--- src/rtl/mem_burst_master.sv ---
// Burst initiator for the single-port 16-bit halfword memory, with a 4-entry return FIFO.
// Optional `done` pulse output when MEM_BURST_MASTER_DONE_EN is defined.
//
// state   | meaning
// S_IDLE  | waiting for a command, cmd_ready high
// S_WR    | accepting write beats, one memory write per wr_valid
// S_RD    | issuing reads while fewer than 4 are outstanding
// S_DRAIN | all reads issued, waiting for the return FIFO to empty
module mem_burst_master #(
    parameter int ADDR_WIDTH = 12,
    parameter int LEN_WIDTH  = 8
) (
    input  logic                  clk,
    input  logic                  rst_n,
    input  logic                  cmd_valid,
    output logic                  cmd_ready,
    input  logic                  cmd_write,
    input  logic [ADDR_WIDTH-1:0] cmd_addr,
    input  logic [LEN_WIDTH-1:0]  cmd_len,
    input  logic                  wr_valid,
    output logic                  wr_ready,
    input  logic [15:0]           wr_data,
    output logic                  rd_valid,
    input  logic                  rd_ready,
    output logic [15:0]           rd_data,
    output logic                  busy,
    output logic                  mem_en,
    output logic                  mem_rd_en,
    output logic                  mem_wr_en,
    output logic [ADDR_WIDTH-1:0] mem_addr,
    output logic [15:0]           mem_din,
    input  logic [15:0]           mem_dout
`ifdef MEM_BURST_MASTER_DONE_EN
    ,
    output logic                  done
`endif
);

    typedef enum logic [1:0] {S_IDLE, S_WR, S_RD, S_DRAIN} state_t;

    state_t                state_q, state_d;
    logic [ADDR_WIDTH-1:0] addr_q;
    logic [LEN_WIDTH-1:0]  beat_q;
    logic                  load, adv;
    logic                  iss_q;
    logic [15:0]           fifo_q [4];
    logic [1:0]            wr_ptr_q, rd_ptr_q;
    logic [2:0]            cnt_q, cnt_d, outstanding;
    logic                  push, pop;

    // A read issued last cycle has its data on mem_dout now, so it is captured this cycle.
    assign push        = iss_q;
    assign pop         = rd_valid && rd_ready;
    assign cnt_d       = cnt_q + {2'b00, push} - {2'b00, pop};
    assign outstanding = cnt_q + {2'b00, iss_q};

    assign rd_valid  = (cnt_q != 3'd0);
    assign rd_data   = rd_valid ? fifo_q[rd_ptr_q] : 16'h0000;
    assign busy      = (state_q != S_IDLE);
    assign mem_en    = mem_wr_en | mem_rd_en;
    assign mem_addr  = mem_en ? addr_q : '0;
    assign mem_din   = (state_q == S_WR) ? wr_data : 16'h0000;

    always_comb begin
        state_d   = state_q;
        cmd_ready = 1'b0;
        wr_ready  = 1'b0;
        mem_wr_en = 1'b0;
        mem_rd_en = 1'b0;
        load      = 1'b0;
        adv       = 1'b0;
        case (state_q)
            S_IDLE: begin
                cmd_ready = 1'b1;
                if (cmd_valid) begin
                    load    = 1'b1;
                    state_d = cmd_write ? S_WR : S_RD;
                end
            end
            S_WR: begin
                wr_ready = 1'b1;
                if (wr_valid) begin
                    mem_wr_en = 1'b1;
                    adv       = 1'b1;
                    if (beat_q == '0) state_d = S_IDLE;
                end
            end
            S_RD: begin
                // A pop in this cycle does not count toward freeing a slot.
                if (outstanding < 3'd4) begin
                    mem_rd_en = 1'b1;
                    adv       = 1'b1;
                    if (beat_q == '0) state_d = S_DRAIN;
                end
            end
            S_DRAIN: begin
                if (!iss_q && cnt_d == 3'd0) state_d = S_IDLE;
            end
            default: state_d = S_IDLE;
        endcase
    end

    always_ff @(posedge clk or negedge rst_n) begin
        if (!rst_n) begin
            state_q  <= S_IDLE;
            addr_q   <= '0;
            beat_q   <= '0;
            iss_q    <= 1'b0;
            wr_ptr_q <= 2'd0;
            rd_ptr_q <= 2'd0;
            cnt_q    <= 3'd0;
            for (int i = 0; i < 4; i++) fifo_q[i] <= 16'h0000;
        end else begin
            state_q <= state_d;
            if (load) begin
                addr_q <= cmd_addr;
                beat_q <= cmd_len;
            end else if (adv) begin
                addr_q <= addr_q + {{(ADDR_WIDTH-1){1'b0}}, 1'b1};
                beat_q <= beat_q - {{(LEN_WIDTH-1){1'b0}}, 1'b1};
            end
            iss_q <= mem_rd_en;
            if (push) begin
                fifo_q[wr_ptr_q] <= mem_dout;
                wr_ptr_q         <= wr_ptr_q + 2'd1;
            end
            if (pop) rd_ptr_q <= rd_ptr_q + 2'd1;
            cnt_q <= cnt_d;
        end
    end

`ifdef MEM_BURST_MASTER_DONE_EN
    always_ff @(posedge clk or negedge rst_n) begin
        if (!rst_n) done <= 1'b0;
        else        done <= (state_q != S_IDLE) && (state_d == S_IDLE);
    end
`endif

endmodule

--- config.mk ---
export PLATFORM = sky130hd
export DESIGN_NAME = mem_burst_master
export DESIGN_NICKNAME = d
export VERILOG_FILES = /design/src/rtl/mem_burst_master.sv
export SDC_FILE = /design/constraint.sdc
export NUM_CORES = 1
export LEC_CHECK = 0
export CELL_PAD_IN_SITES_DETAIL_PLACEMENT = 0
export CELL_PAD_IN_SITES_GLOBAL_PLACEMENT = 2
export CORE_ASPECT_RATIO = 0.5
export CORE_MARGIN = 3
export CORE_UTILIZATION = 36
export DETAILED_ROUTE_END_ITERATION = 8
export PLACE_DENSITY = 0.91
export SLEW_MARGIN = 5
export SYNTH_ARGS = -nofsm -noshare
export SYNTH_HDL_FRONTEND = slang
export SYNTH_SLANG_ARGS = --single-unit
--- constraint.sdc ---
create_clock -name clk -period 6.38 [get_ports clk]
set_clock_uncertainty 0.05 [all_clocks]
set_input_delay 0.957 -clock clk [delete_from_list [all_inputs] [get_ports clk]]
set_output_delay 0.957 -clock clk [all_outputs]
set_load 0.1 [all_outputs]
==> results by group <==
Route
  – Final wirelength: 10100 um
  – Routed wire length per instance: 15.3 um
  – Per-cell via count in the routed design: 4.78
  – Iteration-0 DRC Markers: 134
  – Post-route ant nets: 0
  – DR DRC count: 0
  – Number of optimization iterations in the first detailed-route pass: 4
  – Via count: 3158

Yosys
  – Fraction of the yosys area taken by sequential cells: 49.5%
  – Syn Inst Count: 388
  – Cell type with the largest total area after synthesis: sky130_fd_sc_hd__dfrtp_1
  – Synth Cell Area: 4750 sq um
  – Area fraction of the dominant cell type after synthesis: 49.5%
  – Total of flip-flops plus latches after synthesis: 94
  – Synth Area per Inst: 12.2 sq um
  – Largest cells by area after synthesis: sky130_fd_sc_hd__dfrtp_1, sky130_fd_sc_hd__mux2_2, sky130_fd_sc_hd__mux4_2
  – Number of distinct library cells after synthesis: 34
  – YS warnings: 0
  – Net Count, Synth: 461

Floorplan
  – Effective utilization at floorplan: 38.5%
  – Overall die area: 14700 sq um
  – Die boundary width: 168 um
  – Number of I/O pins: 109
  – Number of core rows: 28
  – Area inside the core boundary: 12300 sq um
  – Die H: 87.2 um

Clock network
  – Root buffer cell: sky130_fd_sc_hd__clkbuf_16
  – H-Tree Level Count: 3
  – Clock tree from TritonCTS: built
  – Gates resized, CTS repair: 0
  – Clock network latency to the later pin of the worst-skew pair: 0.32 ns
  – Number of sinks on the clock net: 94
  – Number of buffers added by the clock tree synthesis step: 9
  – Clock-pin slew reported for the worst setup and hold paths after clock tree synthesis: 0.07 ns
  – Hold bufs inserted after CTS: 0
  – Total setup buffers inserted after CTS: 0
  – Maximum buffer depth of the clock tree: 2

Global route
  – Initial antenna violation count: 0
  – Largest net degree at the start of global routing: 80
  – Vias in the first global route: 3320
  – First-pass GRT wire length: 16900 um
  – Global route total overflow: 0
  – All-Layer GR Usage: 14.4%

STA
  – Slew at the pin with the worst max-slew slack: 1.00 ns
  – Hold violation count in the final report: 0
  – Fmax: 224 MHz
  – Final number of max-transition violations: 0
  – Worst rel slew slack: 33.1%
  – Unrepaired setup endpoints after global routing: no
  – Setup TNS Final: 0 ns
  – Setup Viol. Count Final: 0
  – Min Clock Period, post-route: 4.47 ns
  – Share of the cycle needed by the critical path after routing: 70.1%

Placed design
  – Port Buffer Count: 108
  – Placed wire-length estimate after detailed placement: 7120 um
  – Routability Congestion: 0.757

Worst hold path
  – Type of the worst min-delay path: in2async

Worst setup path
  – Capturing element type of the critical path: output port
  – Max incr delay on CP: 1.01 ns
  – Cell family with most CP delay: simple AND/OR/NAND/NOR gates
  – Required time at the worst-slack endpoint: 5.37 ns
  – Critical setup path kind: reg2out
  – Number of buffer and inverter stages on the critical path: 1
  – Startpoint of the lowest-slack register-to-register path: cnt_q[2]
  – Cell breakdown of the critical path: ha_1 > ha_1 > xnor2_1 > and2_1 > nor2_1 > nor2b_1 > clkdlybuf4s50_1
  – Library cell contributing the largest single delay on the critical path: sky130_fd_sc_hd__clkdlybuf4s50_1
  – Top fanout value on the critical path: 13
  – Worst setup path startpoint: iss_q
  – Critical path launch point type: register
  – Worst path most repeated cell: sky130_fd_sc_hd__ha_1
  – Worst EP arrival: 3.46 ns

Final layout
  – Post-layout nets: 564
  – Count of inserted antenna diode cells: 0
  – Fraction of layout cells with a size suffix above 1: 17.8%
  – Synthesis-to-layout area growth: 32.7%
  – Fillers: 1097

Run status
  – Outcome: complete, no violations

Job
  – Max cap viols: 0
-- flip-flops by register name, indices dropped and copies added, names as in the netlist --
register / count
fifo_q: 64
addr_q: 12
beat_q: 8
cnt_q: 3
rd_ptr_q: 2
state_q: 2
wr_ptr_q: 2
iss_q: 1
-- through the flow --
| step | hold WS [ns] | instances | util (%) | worst slack [ns] | cell area (sq um) |
|---|---|---|---|---|---|
| after global placement | 0.419 | 645 | 48.5 | 2.00 | 5990 |
| after detailed placement | 0.427 | 645 | 48.5 | 1.97 | 5990 |
| final | 0.427 | 660 | 51.1 | 1.91 | 6310 |
| after global routing | 0.429 | 660 | 51.1 | 1.61 | 6310 |
| after floorplan | 0.409 | 388 | - | 1.34 | 4750 |
| after CTS | 0.423 | 660 | 51.1 | 1.82 | 6310 |
-- worst register-to-register path: stages, from the launching register on --
cell and delay (ns):
sky130_fd_sc_hd__dfrtp_1 0.42, sky130_fd_sc_hd__or3_1 0.70, sky130_fd_sc_hd__and2_1 0.35, sky130_fd_sc_hd__ha_1 0.21
sky130_fd_sc_hd__ha_1 0.19, sky130_fd_sc_hd__xor3_2 0.22, sky130_fd_sc_hd__or4_1 0.42, sky130_fd_sc_hd__a221o_1 0.37
sky130_fd_sc_hd__a21oi_2 0.17, sky130_fd_sc_hd__mux2i_1 0.22
-- logic make-up after synthesis --
logic type	Yosys count	share of synthesized area, %
DFF	94	49.5
adders and majority gates	15	3.95
muxes	84	23.6
buffers and inverters	33	2.63
AOI/OAI and AO/OA	26	3.06
xor gates and xnor gates	23	4.58
and+or+nand+nor	113	12.6
-- routing by layer --
layer,GRT usage (%),part of all wire [%],vias to the layer above
li1,-,-,1561
met1,19.1,47,1554
met2,25.0,50,39
met3,2.99,2.8,4
met4,2.97,0.61,0
met5,0,0,-
-- path summary, 6_finish.rpt --
| path | cells after the start | slack (ns) | endpoint |
|---|---|---|---|
| worst max-delay path | 7 | 1.91 | mem_addr[10] |
| max in group asynchronous | 2 | 4.63 | fifo_q[10] |
| min in group clk | 1 | 0.44 | fifo_q[33] |
| worst min-delay path | 1 | 0.43 | beat_q[4] |
| worst min register to register | 1 | 0.44 | fifo_q[33] |
| worst max register to register | 9 | 2.99 | state_q[0] |
-- cell usage after synthesis --
library cell and n:
sky130_fd_sc_hd__and2_1 35, sky130_fd_sc_hd__a31oi_1 2, sky130_fd_sc_hd__nor4_1 3, sky130_fd_sc_hd__mux2_2 51
sky130_fd_sc_hd__xor3_2 1, sky130_fd_sc_hd__ha_1 15, sky130_fd_sc_hd__or3_1 1, sky130_fd_sc_hd__buf_1 1
sky130_fd_sc_hd__nand3_1 4, sky130_fd_sc_hd__and4_1 1, sky130_fd_sc_hd__buf_2 1, sky130_fd_sc_hd__a21oi_2 1
sky130_fd_sc_hd__mux4_2 16, sky130_fd_sc_hd__or4_1 2, sky130_fd_sc_hd__o21ai_0 2, sky130_fd_sc_hd__nand4b_1 1
sky130_fd_sc_hd__xor2_1 11, sky130_fd_sc_hd__clkinv_1 1, sky130_fd_sc_hd__a21oi_1 18, sky130_fd_sc_hd__nand2_1 17
sky130_fd_sc_hd__nor2b_1 12, sky130_fd_sc_hd__nand4_1 6, sky130_fd_sc_hd__a31o_1 1, sky130_fd_sc_hd__o21ai_1 1
sky130_fd_sc_hd__nor2_1 24, sky130_fd_sc_hd__mux2i_1 3, sky130_fd_sc_hd__nor3_1 5, sky130_fd_sc_hd__dfrtp_1 94
sky130_fd_sc_hd__inv_1 13, sky130_fd_sc_hd__a221o_1 1, sky130_fd_sc_hd__and3_1 2, sky130_fd_sc_hd__mux2_1 14
sky130_fd_sc_hd__clkbuf_1 17, sky130_fd_sc_hd__xnor2_1 11
-- placed cells by master, fill, tap and decap left out, types with 5 or more instances in the layout --
| cell | n |
|---|---|
| sky130_fd_sc_hd__a21oi_1 | 18 |
| sky130_fd_sc_hd__and2_1 | 35 |
| sky130_fd_sc_hd__clkbuf_16 | 9 |
| sky130_fd_sc_hd__clkdlybuf4s50_1 | 107 |
| sky130_fd_sc_hd__dfrtp_1 | 94 |
| sky130_fd_sc_hd__ha_1 | 15 |
| sky130_fd_sc_hd__inv_1 | 13 |
| sky130_fd_sc_hd__mux2_1 | 14 |
| sky130_fd_sc_hd__mux2_2 | 51 |
| sky130_fd_sc_hd__mux4_2 | 16 |
| sky130_fd_sc_hd__nand2_1 | 17 |
| sky130_fd_sc_hd__nand4_1 | 6 |
| sky130_fd_sc_hd__nor2_1 | 24 |
| sky130_fd_sc_hd__nor2b_1 | 12 |
| sky130_fd_sc_hd__nor3_1 | 5 |
| sky130_fd_sc_hd__xnor2_1 | 11 |
| sky130_fd_sc_hd__xor2_1 | 11 |
-- cell type report --
cell class | count | area, sq um | share of cell area, %
Inverter | 14 | 52.6 | 0.833
Clock inverter | 6 | 95.1 | 1.51
Tap cell | 165 | 206 | 3.27
Sequential cell | 94 | 2350 | 37.3
Clock buffer | 9 | 225 | 3.57
Multi-Input combinational cell | 261 | 2270 | 36.1
Timing Repair Buffer | 111 | 1100 | 17.5
Power is left out: the tool's default activity adds up to more than one toggle a clock period on the data nets, which glitch-free logic cannot reach.
